File: src/rtl/led_pattern_if.sv
// Key and LED signal bundle between the key front-end, led_pattern_ctrl and the pads.
// The duty signal exists only when LED_PWM_EN is defined.
interface led_pattern_if #(
  parameter int LED_N    = 10,
  parameter int PWM_BITS = 4
);
  logic                key_next;
  logic                key_speed;
`ifdef LED_PWM_EN
  logic [PWM_BITS-1:0] duty;
`endif
  logic [LED_N-1:0]    led_pin;
  logic [1:0]          mode;
  logic                tick;

`ifdef LED_PWM_EN
  modport master (output key_next, key_speed, duty, input led_pin, mode, tick);
  modport slave  (input key_next, key_speed, duty, output led_pin, mode, tick);
`else
  modport master (output key_next, key_speed, input led_pin, mode, tick);
  modport slave  (input key_next, key_speed, output led_pin, mode, tick);
`endif

  if (LED_N < 2) begin : g_bad_led_n
    $error("LED_N must be at least 2");
  end
  if (PWM_BITS < 1) begin : g_bad_pwm_bits
    $error("PWM_BITS must be at least 1");
  end
endinterface

File: src/rtl/led_pattern_ctrl.sv
// Key-controlled LED pattern sequencer: step divider with four speeds and a mode FSM.
// Optional macro LED_PWM_EN adds the duty input and PWM brightness gating of led_pin.
module led_pattern_ctrl #(
  parameter int CLK_HZ   = 50_000_000,
  parameter int STEP_MS  = 500,
  parameter int LED_N    = 10,
  parameter int PWM_BITS = 4
) (
  input  logic          clk,
  input  logic          rst,
  led_pattern_if.slave  bus
);

  localparam logic [1:0] M_SHIFT = 2'd0;
  localparam logic [1:0] M_PING  = 2'd1;
  localparam logic [1:0] M_BLINK = 2'd2;
  localparam logic [1:0] M_OFF   = 2'd3;

  localparam logic DIR_LEFT  = 1'b0;
  localparam logic DIR_RIGHT = 1'b1;

  localparam int unsigned DIV_BASE   = CLK_HZ / 1000 * STEP_MS;
  localparam logic [31:0] DIV_BASE_W = 32'(DIV_BASE);
  localparam logic [LED_N-1:0] PAT_ONE = {{(LED_N-1){1'b0}}, 1'b1};

  // The fastest speed divides by 8, so the base period must survive that shift.
  if (DIV_BASE < 8) begin : g_bad_div_base
    $error("CLK_HZ/1000*STEP_MS must be at least 8");
  end
  if (LED_N < 2) begin : g_bad_led_n
    $error("LED_N must be at least 2");
  end
  if (PWM_BITS < 1) begin : g_bad_pwm_bits
    $error("PWM_BITS must be at least 1");
  end

  logic [1:0]       mode_q;
  logic [1:0]       mode_d;
  logic [1:0]       speed_q;
  logic [31:0]      cnt_q;
  logic [31:0]      div;
  logic             cnt_wrap;
  logic             tick_q;
  logic [LED_N-1:0] pat_q;
  logic [LED_N-1:0] pat_init;
  logic [LED_N-1:0] pat_step;
  logic             dir_q;
  logic             dir_step;

  function automatic logic [LED_N-1:0] rotate_left(input logic [LED_N-1:0] p);
    return {p[LED_N-2:0], p[LED_N-1]};
  endfunction

  function automatic logic [LED_N-1:0] shift_dir(input logic [LED_N-1:0] p,
                                                 input logic             d);
    return (d == DIR_LEFT) ? (p << 1) : (p >> 1);
  endfunction

  // Step divider
  always_comb begin
    div      = DIV_BASE_W >> speed_q;
    cnt_wrap = (cnt_q == div - 32'd1);
  end

  // Either key restarts the period; a wrap in that same cycle produces no tick.
  always_ff @(posedge clk) begin
    if (rst) begin
      speed_q <= 2'd0;
      cnt_q   <= 32'd0;
      tick_q  <= 1'b0;
    end else begin
      if (bus.key_speed) begin
        speed_q <= speed_q + 2'd1;
      end
      if (bus.key_speed || bus.key_next) begin
        cnt_q  <= 32'd0;
        tick_q <= 1'b0;
      end else if (cnt_wrap) begin
        cnt_q  <= 32'd0;
        tick_q <= 1'b1;
      end else begin
        cnt_q  <= cnt_q + 32'd1;
        tick_q <= 1'b0;
      end
    end
  end

  // Mode FSM: state register
  always_ff @(posedge clk) begin
    if (rst) begin
      mode_q <= M_SHIFT;
    end else begin
      mode_q <= mode_d;
    end
  end

  // Mode FSM: next state
  always_comb begin
    mode_d = mode_q;
    if (bus.key_next) begin
      mode_d = mode_q + 2'd1;
    end
  end

  // Mode FSM: outputs (entry pattern for the next mode, step for the current one)
  always_comb begin
    pat_init = '0;
    pat_step = pat_q;
    dir_step = dir_q;

    case (mode_d)
      M_SHIFT: pat_init = PAT_ONE;
      M_PING:  pat_init = PAT_ONE;
      M_BLINK: pat_init = '1;
      default: pat_init = '0;
    endcase

    case (mode_q)
      M_SHIFT: pat_step = rotate_left(pat_q);
      M_PING: begin
        // Turning at an end moves one place back, so the end LED is lit once.
        if (dir_q == DIR_LEFT && pat_q[LED_N-1]) begin
          dir_step = DIR_RIGHT;
          pat_step = pat_q >> 1;
        end else if (dir_q == DIR_RIGHT && pat_q[0]) begin
          dir_step = DIR_LEFT;
          pat_step = pat_q << 1;
        end else begin
          pat_step = shift_dir(pat_q, dir_q);
        end
      end
      M_BLINK: pat_step = ~pat_q;
      default: pat_step = '0;
    endcase
  end

  // Pattern register: a mode change overrides a coincident step
  always_ff @(posedge clk) begin
    if (rst) begin
      pat_q <= PAT_ONE;
      dir_q <= DIR_LEFT;
    end else if (bus.key_next) begin
      pat_q <= pat_init;
      dir_q <= DIR_LEFT;
    end else if (tick_q) begin
      pat_q <= pat_step;
      dir_q <= dir_step;
    end
  end

  assign bus.mode = mode_q;
  assign bus.tick = tick_q;

`ifdef LED_PWM_EN
  logic [PWM_BITS-1:0] pwm_cnt;

  always_ff @(posedge clk) begin
    if (rst) begin
      pwm_cnt <= '0;
    end else begin
      pwm_cnt <= pwm_cnt + PWM_BITS'(1);
    end
  end

  assign bus.led_pin = pat_q & {LED_N{pwm_cnt < bus.duty}};
`else
  assign bus.led_pin = pat_q;
`endif

endmodule
File: src/flat_wrapper.sv
// flat-port wrapper written by rule: the top's interface ports become plain ports
module led_pattern_ctrl_flat 
#(
  parameter int CLK_HZ   = 50_000_000,
  parameter int STEP_MS  = 500,
  parameter int LED_N    = 10,
  parameter int PWM_BITS = 4
)
  (clk, rst, bus_key_next, bus_key_speed, bus_led_pin, bus_mode, bus_tick);
  led_pattern_if #(.LED_N(LED_N), .PWM_BITS(PWM_BITS)) bus_i ();
  input  logic clk;
  input  logic rst;
  input wire logic [$bits(bus_i.key_next)-1:0] bus_key_next;
  input wire logic [$bits(bus_i.key_speed)-1:0] bus_key_speed;
  output wire logic [$bits(bus_i.led_pin)-1:0] bus_led_pin;
  output wire logic [$bits(bus_i.mode)-1:0] bus_mode;
  output wire logic [$bits(bus_i.tick)-1:0] bus_tick;
  assign bus_i.key_next = bus_key_next;
  assign bus_i.key_speed = bus_key_speed;
  assign bus_led_pin = bus_i.led_pin;
  assign bus_mode = bus_i.mode;
  assign bus_tick = bus_i.tick;
  led_pattern_ctrl #(.CLK_HZ(CLK_HZ), .STEP_MS(STEP_MS), .LED_N(LED_N), .PWM_BITS(PWM_BITS)) u_core (.clk(clk), .rst(rst), .bus(bus_i));
endmodule
File: config.mk
export PLATFORM = sky130hd
export DESIGN_NAME = led_pattern_ctrl_flat
export DESIGN_NICKNAME = d
export VERILOG_FILES = /design/src/rtl/led_pattern_if.sv /design/src/rtl/led_pattern_ctrl.sv /design/src/flat_wrapper.sv
export SDC_FILE = /design/constraint.sdc
export NUM_CORES = 1
export LEC_CHECK = 0
export BUFFER_PORTS_ARGS = -buffer_cell sky130_fd_sc_hd__clkbuf_2
export CORE_MARGIN = 3
export CORE_UTILIZATION = 65
export DETAILED_ROUTE_END_ITERATION = 8
export GPL_TIMING_DRIVEN = 0
export PLACE_DENSITY = 0.85
export SLEW_MARGIN = 20
export SYNTH_ARGS = -nofsm -noshare
export SYNTH_HDL_FRONTEND = slang
export SYNTH_SLANG_ARGS = --single-unit
export TNS_END_PERCENT = 20
File: constraint.sdc
create_clock -name clk -period 4.7 [get_ports clk]
set_input_delay 1.175 -clock clk [delete_from_list [all_inputs] [get_ports clk]]
set_output_delay 1.175 -clock clk [all_outputs]
set_load 0.005 [all_outputs]
* Word level (Yosys, flattened, before mapping)
Index checks and enable logic that the tools add are counted. Widths: inputs -> output; s select.
Storage, ports and cells: register bits 48, logic and storage cells 41, input bits 4
Operators by class: bitwise gates (word level) 2, eq/ne operators 5, reductions and logical operators 12, shifts and indexed selects 1, add/subtract/negate cells 4, mux-type cells 11
Operator list (count):
- $mux 10 | 5
- $add 32x1->32 const B | 1
- $eq 32x32->1 | 1
- $shr 25x2->32 const A | 1
- $sub 32x1->32 const B | 1
- $pmux 10 s3 | 1
- $pmux 10 s2 | 1
- $not 10->10 | 1
- $reduce_or 2->1 | 3
- $add 2x1->2 const B | 2
- $eq 2x1->1 const B | 2
- $eq 2x2->1 const B | 2
- $logic_not 2->1 | 2
- $reduce_bool 2->1 | 2
- $mux 1 | 3
- $reduce_and 3->1 | 1
- $reduce_or 3->1 | 1
- $logic_and 1x1->1 | 2
- $mux 2 | 1
- $logic_or 1x1->1 | 1
- $not 1->1 | 1

* Logic depth before layout (Yosys ltp)
word-level depth 6, depth in mapped cells 11

* Worst setup path after synthesis
No wires, ideal clock.
kind in2reg, start input port bus_key_next, end register u_core.cnt_q[14], stages on the path 7, path slack 2.223 ns, required time 4.636 ns, buffers on the path 4, data arrival time 2.413 ns, path through clkbuf_1 > or3_1 > clkbuf_1 > a31o_2 > buf_6 > buf_12 > nor2_1
Between the ends: longest elaborated chain between the ends 2
Ends and longest elaborated chain:
- start, declared | line flat_wrapper.sv:13 | input wire logic [$bits(bus_i.key_next)-1:0] bus_key_next;
- $logic_or 1x1->1 | line led_pattern_ctrl.sv:75 | if (bus.key_speed || bus.key_next) begin
- $reduce_or 3->1 (no line)
- end signal, assigned | line led_pattern_ctrl.sv:82 | cnt_q <= cnt_q + 32'd1;
- end, declared | line led_pattern_ctrl.sv:40 | logic [31:0] cnt_q;
No other way between the ends. A chain may end at the register's enable or synchronous reset.

* Worst setup path after layout
start register u_core.speed_q[0], end register u_core.cnt_q[28]
Between the ends: longest elaborated chain between the ends 4
Ends and longest elaborated chain:
- start, declared | line led_pattern_ctrl.sv:39 | logic [1:0] speed_q;
- start signal, assigned | line led_pattern_ctrl.sv:73 | speed_q <= speed_q + 2'd1;
- $shr 25x2->32 | line led_pattern_ctrl.sv:61 | div = DIV_BASE_W >> speed_q;
- $sub 32x1->32 | line led_pattern_ctrl.sv:62 | cnt_wrap = (cnt_q == div - 32'd1);
- $eq 32x32->1 | line led_pattern_ctrl.sv:62
- $reduce_or 3->1 (no line)
No other way between the ends.

==> results.json <==
{
  "drt_wl_total_mm": 6.02,
  "power_frac_comb_pct": 14.6,
  "path_max_fanout": 10,
  "clock-sinks": 48,
  "max_freq_mhz": 385,
  "drt_pass1_iterations": 5,
  "p_seq_share_pct": 54.0,
  "max_cap_viol_count": 0,
  "period_minus_slack_ns": 2.60,
  "final_common_cell": "nor2_1",
  "yosys.cell_types.count": 52,
  "grt_overflow": 0,
  "place_area_um2": 2870,
  "rsz0062_at_grt": "false",
  "cts-root-buf": "clkbuf_8",
  "grt_pass1_wl_mm": 10.2,
  "gp_congestion": 0.944,
  "postLayoutCoreUtil_pct": 76.7,
  "max-vdd-ir-drop_mv": 0.176,
  "avgSynthCellArea_um2": 8.62,
  "clockPowerShare_pct": 31.4,
  "antenna_found_initial": 0,
  "switchingPower_mw": 0.212,
  "cts_tree": "yes",
  "fp.dieW_um": 70.8,
  "tightest_slew_ns": 0.709,
  "synth_edf_count": 0,
  "final.setup_skew_ns": 0.00622,
  "final_cell_area_um2": 2960,
  "critPathKind": "reg -> reg",
  "hpwl_mm": 4.37,
  "leakage_nw": 1.13,
  "syn_area_um2": 2730,
  "ant_nets": 0,
  "status": "finished, final reports clean",
  "vias": 2377,
  "cp-end-kind": "register",
  "startpoint_type": "register",
  "coreArea_um2": 3850,
  "slowest_delay_ns": 0.54,
  "ys_ff_latch": 48,
  "p_int_mw": 0.590,
  "final_cell_mix": "52 x nor2_1, 48 x dfxtp_1, 23 x xor2_1, 17 x nand3_1, 16 x clkbuf_2",
  "cts_setup_buffers": 0,
  "async_flop_share_pct": 0,
  "cp_data_required_time_ns": 4.90,
  "worstPathArrival_ns": 2.80,
  "avgRoutedWirePerCell_um": 15.5,
  "syn_nets": 335,
  "maxSlewViolCount": 0,
  "synthCells": 317,
  "path_cells": "inv_1, ha_1, nand4b_1, or4b_1, a221oi_2, a31o_2, buf_6, buf_12, nor2_1",
  "grt_pass1_vias": 2099,
  "setup_slack_ns": 2.10,
  "cts_resized": 0,
  "dieArea_um2": 5020,
  "hold_viol": 0,
  "fill_cells": 283,
  "area_growth_pct": 8.25,
  "clk_pin_slew_worst_paths_ns": 0.08,
  "cts_made_buffers": 5,
  "ys.flop_type": "dfxtp_1",
  "hold_slack_ns": 0.503,
  "cts.path.max_buffers": 2,
  "tns_ns": 0,
  "clock_latency_ns": 0.31,
  "detail_route.iter0.violations": 203,
  "drc_errors": 0,
  "drive_above_1_share_pct": 10.0,
  "track_usage_pct": 25.2,
  "cts_hold_buf": 0,
  "start_util_pct": 70.9,
  "rows": 22,
  "slew-limit-headroom_pct": 52.4,
  "ys_seq_area_share_pct": 35.2,
  "finalSetupViolations": 0,
  "yosys_warnings": 0,
  "die_h_um": 70.8,
  "final_net_count": 357,
  "port_buffers": 15,
  "htreeDepth": 2,
  "grt_max_degree": 14,
  "vias_per_cell": 6.13,
  "holdCritPathClass": "reg -> reg",
  "dp_slack_ns": 2.01,
  "power.density_nw_per_um2": 272,
  "slowest_stage": "dfxtp_1",
  "io_pins": 17,
  "post-route-period-util_pct": 55.3,
  "swShare_pct": 26.5,
  "antenna_cells": 0
}
==> critical path, delay by kind of cell, from the launching register on <==
kind / cells / cell delay, ns
fa+ha+maj: 1 / 0.26
flops: 1 / 0.54
buf+inv: 3 / 0.44
simple gates: 3 / 0.77
compound gates: 2 / 0.49
==> per-stage QoR <==
stage	total power [mW]	std cells
after global routing	0.835	388
after global placement	0.553	380
final	0.803	388
after detailed placement	0.557	380
after CTS	0.807	388
after floorplan	0.525	317
==> layer usage <==
metal  wire (µm)  vias up  track usage (%)
li1            -     1164                -
met1        2760     1112             37.2
met2        2750       87             37.0
met3         429       14             5.54
met4          88        0             6.89
met5           0        -                0
==> synth_stat cells, types with 6 or more instances <==
library cell | count | area share (%)
inv_1 | 14 | 1.9
dfxtp_1 | 48 | 35
nor3b_1 | 6 | 1.6
xnor2_1 | 13 | 4.2
a21oi_1 | 12 | 2.2
nor2_1 | 52 | 7.1
nand3_1 | 17 | 3.1
xor2_1 | 23 | 7.4
nand4_1 | 15 | 3.4
ha_1 | 14 | 6.4
nand2_1 | 11 | 1.5
and4_1 | 6 | 1.9
nor3_1 | 14 | 2.6
==> worst paths after layout <==
path,start,end,slack (ns),depth (start not counted)
max,u_core.speed_q[0],u_core.cnt_q[28],2.10,9
min reg2reg,u_core.cnt_q[0],u_core.cnt_q[0],0.50,1
max reg2reg,u_core.speed_q[0],u_core.cnt_q[28],2.10,9
min,u_core.cnt_q[0],u_core.cnt_q[0],0.50,1
==> sequential cells by signal, summed over array words and instances, names as in the netlist <==
signal,count
u_core.dir_q,1
u_core.bus.tick,1
u_core.speed_q,2
u_core.bus.mode,2
u_core.bus.led_pin,10
u_core.cnt_q,32
==> power by group through the flow <==
stage          clock network, mW  logic [mW]  registers, mW
6_report                   0.252       0.117          0.433
5_1_grt                    0.270       0.129          0.436
4_1_cts                    0.258       0.116          0.433
3_5_place_dp                   0       0.114          0.443
3_3_place_gp                   0       0.111          0.442
2_1_floorplan                  0      0.0850          0.440
==> final cells by class <==
type	count	area [µm²]	area share, %
Buffer	11	83.8	2.84
Clock buffer	8	90.1	3.05
Inverter	14	52.6	1.78
Multi-Input combinational cell	244	1630	55.3
Sequential cell	48	961	32.5
Tap cell	48	60.1	2.03
Timing Repair Buffer	15	75.1	2.54
==> cells by family after synthesis <==
logic type	Yosys count	share of synthesized area [%]
fa+ha+maj	14	6.41
flops	48	35.2
simple gates	151	30.1
compound gates	40	10.7
xor+xnor	36	11.5
buf+inv	25	4.99
mux	3	1.10
No activity file was read; power rests on OpenSTA's default activity.
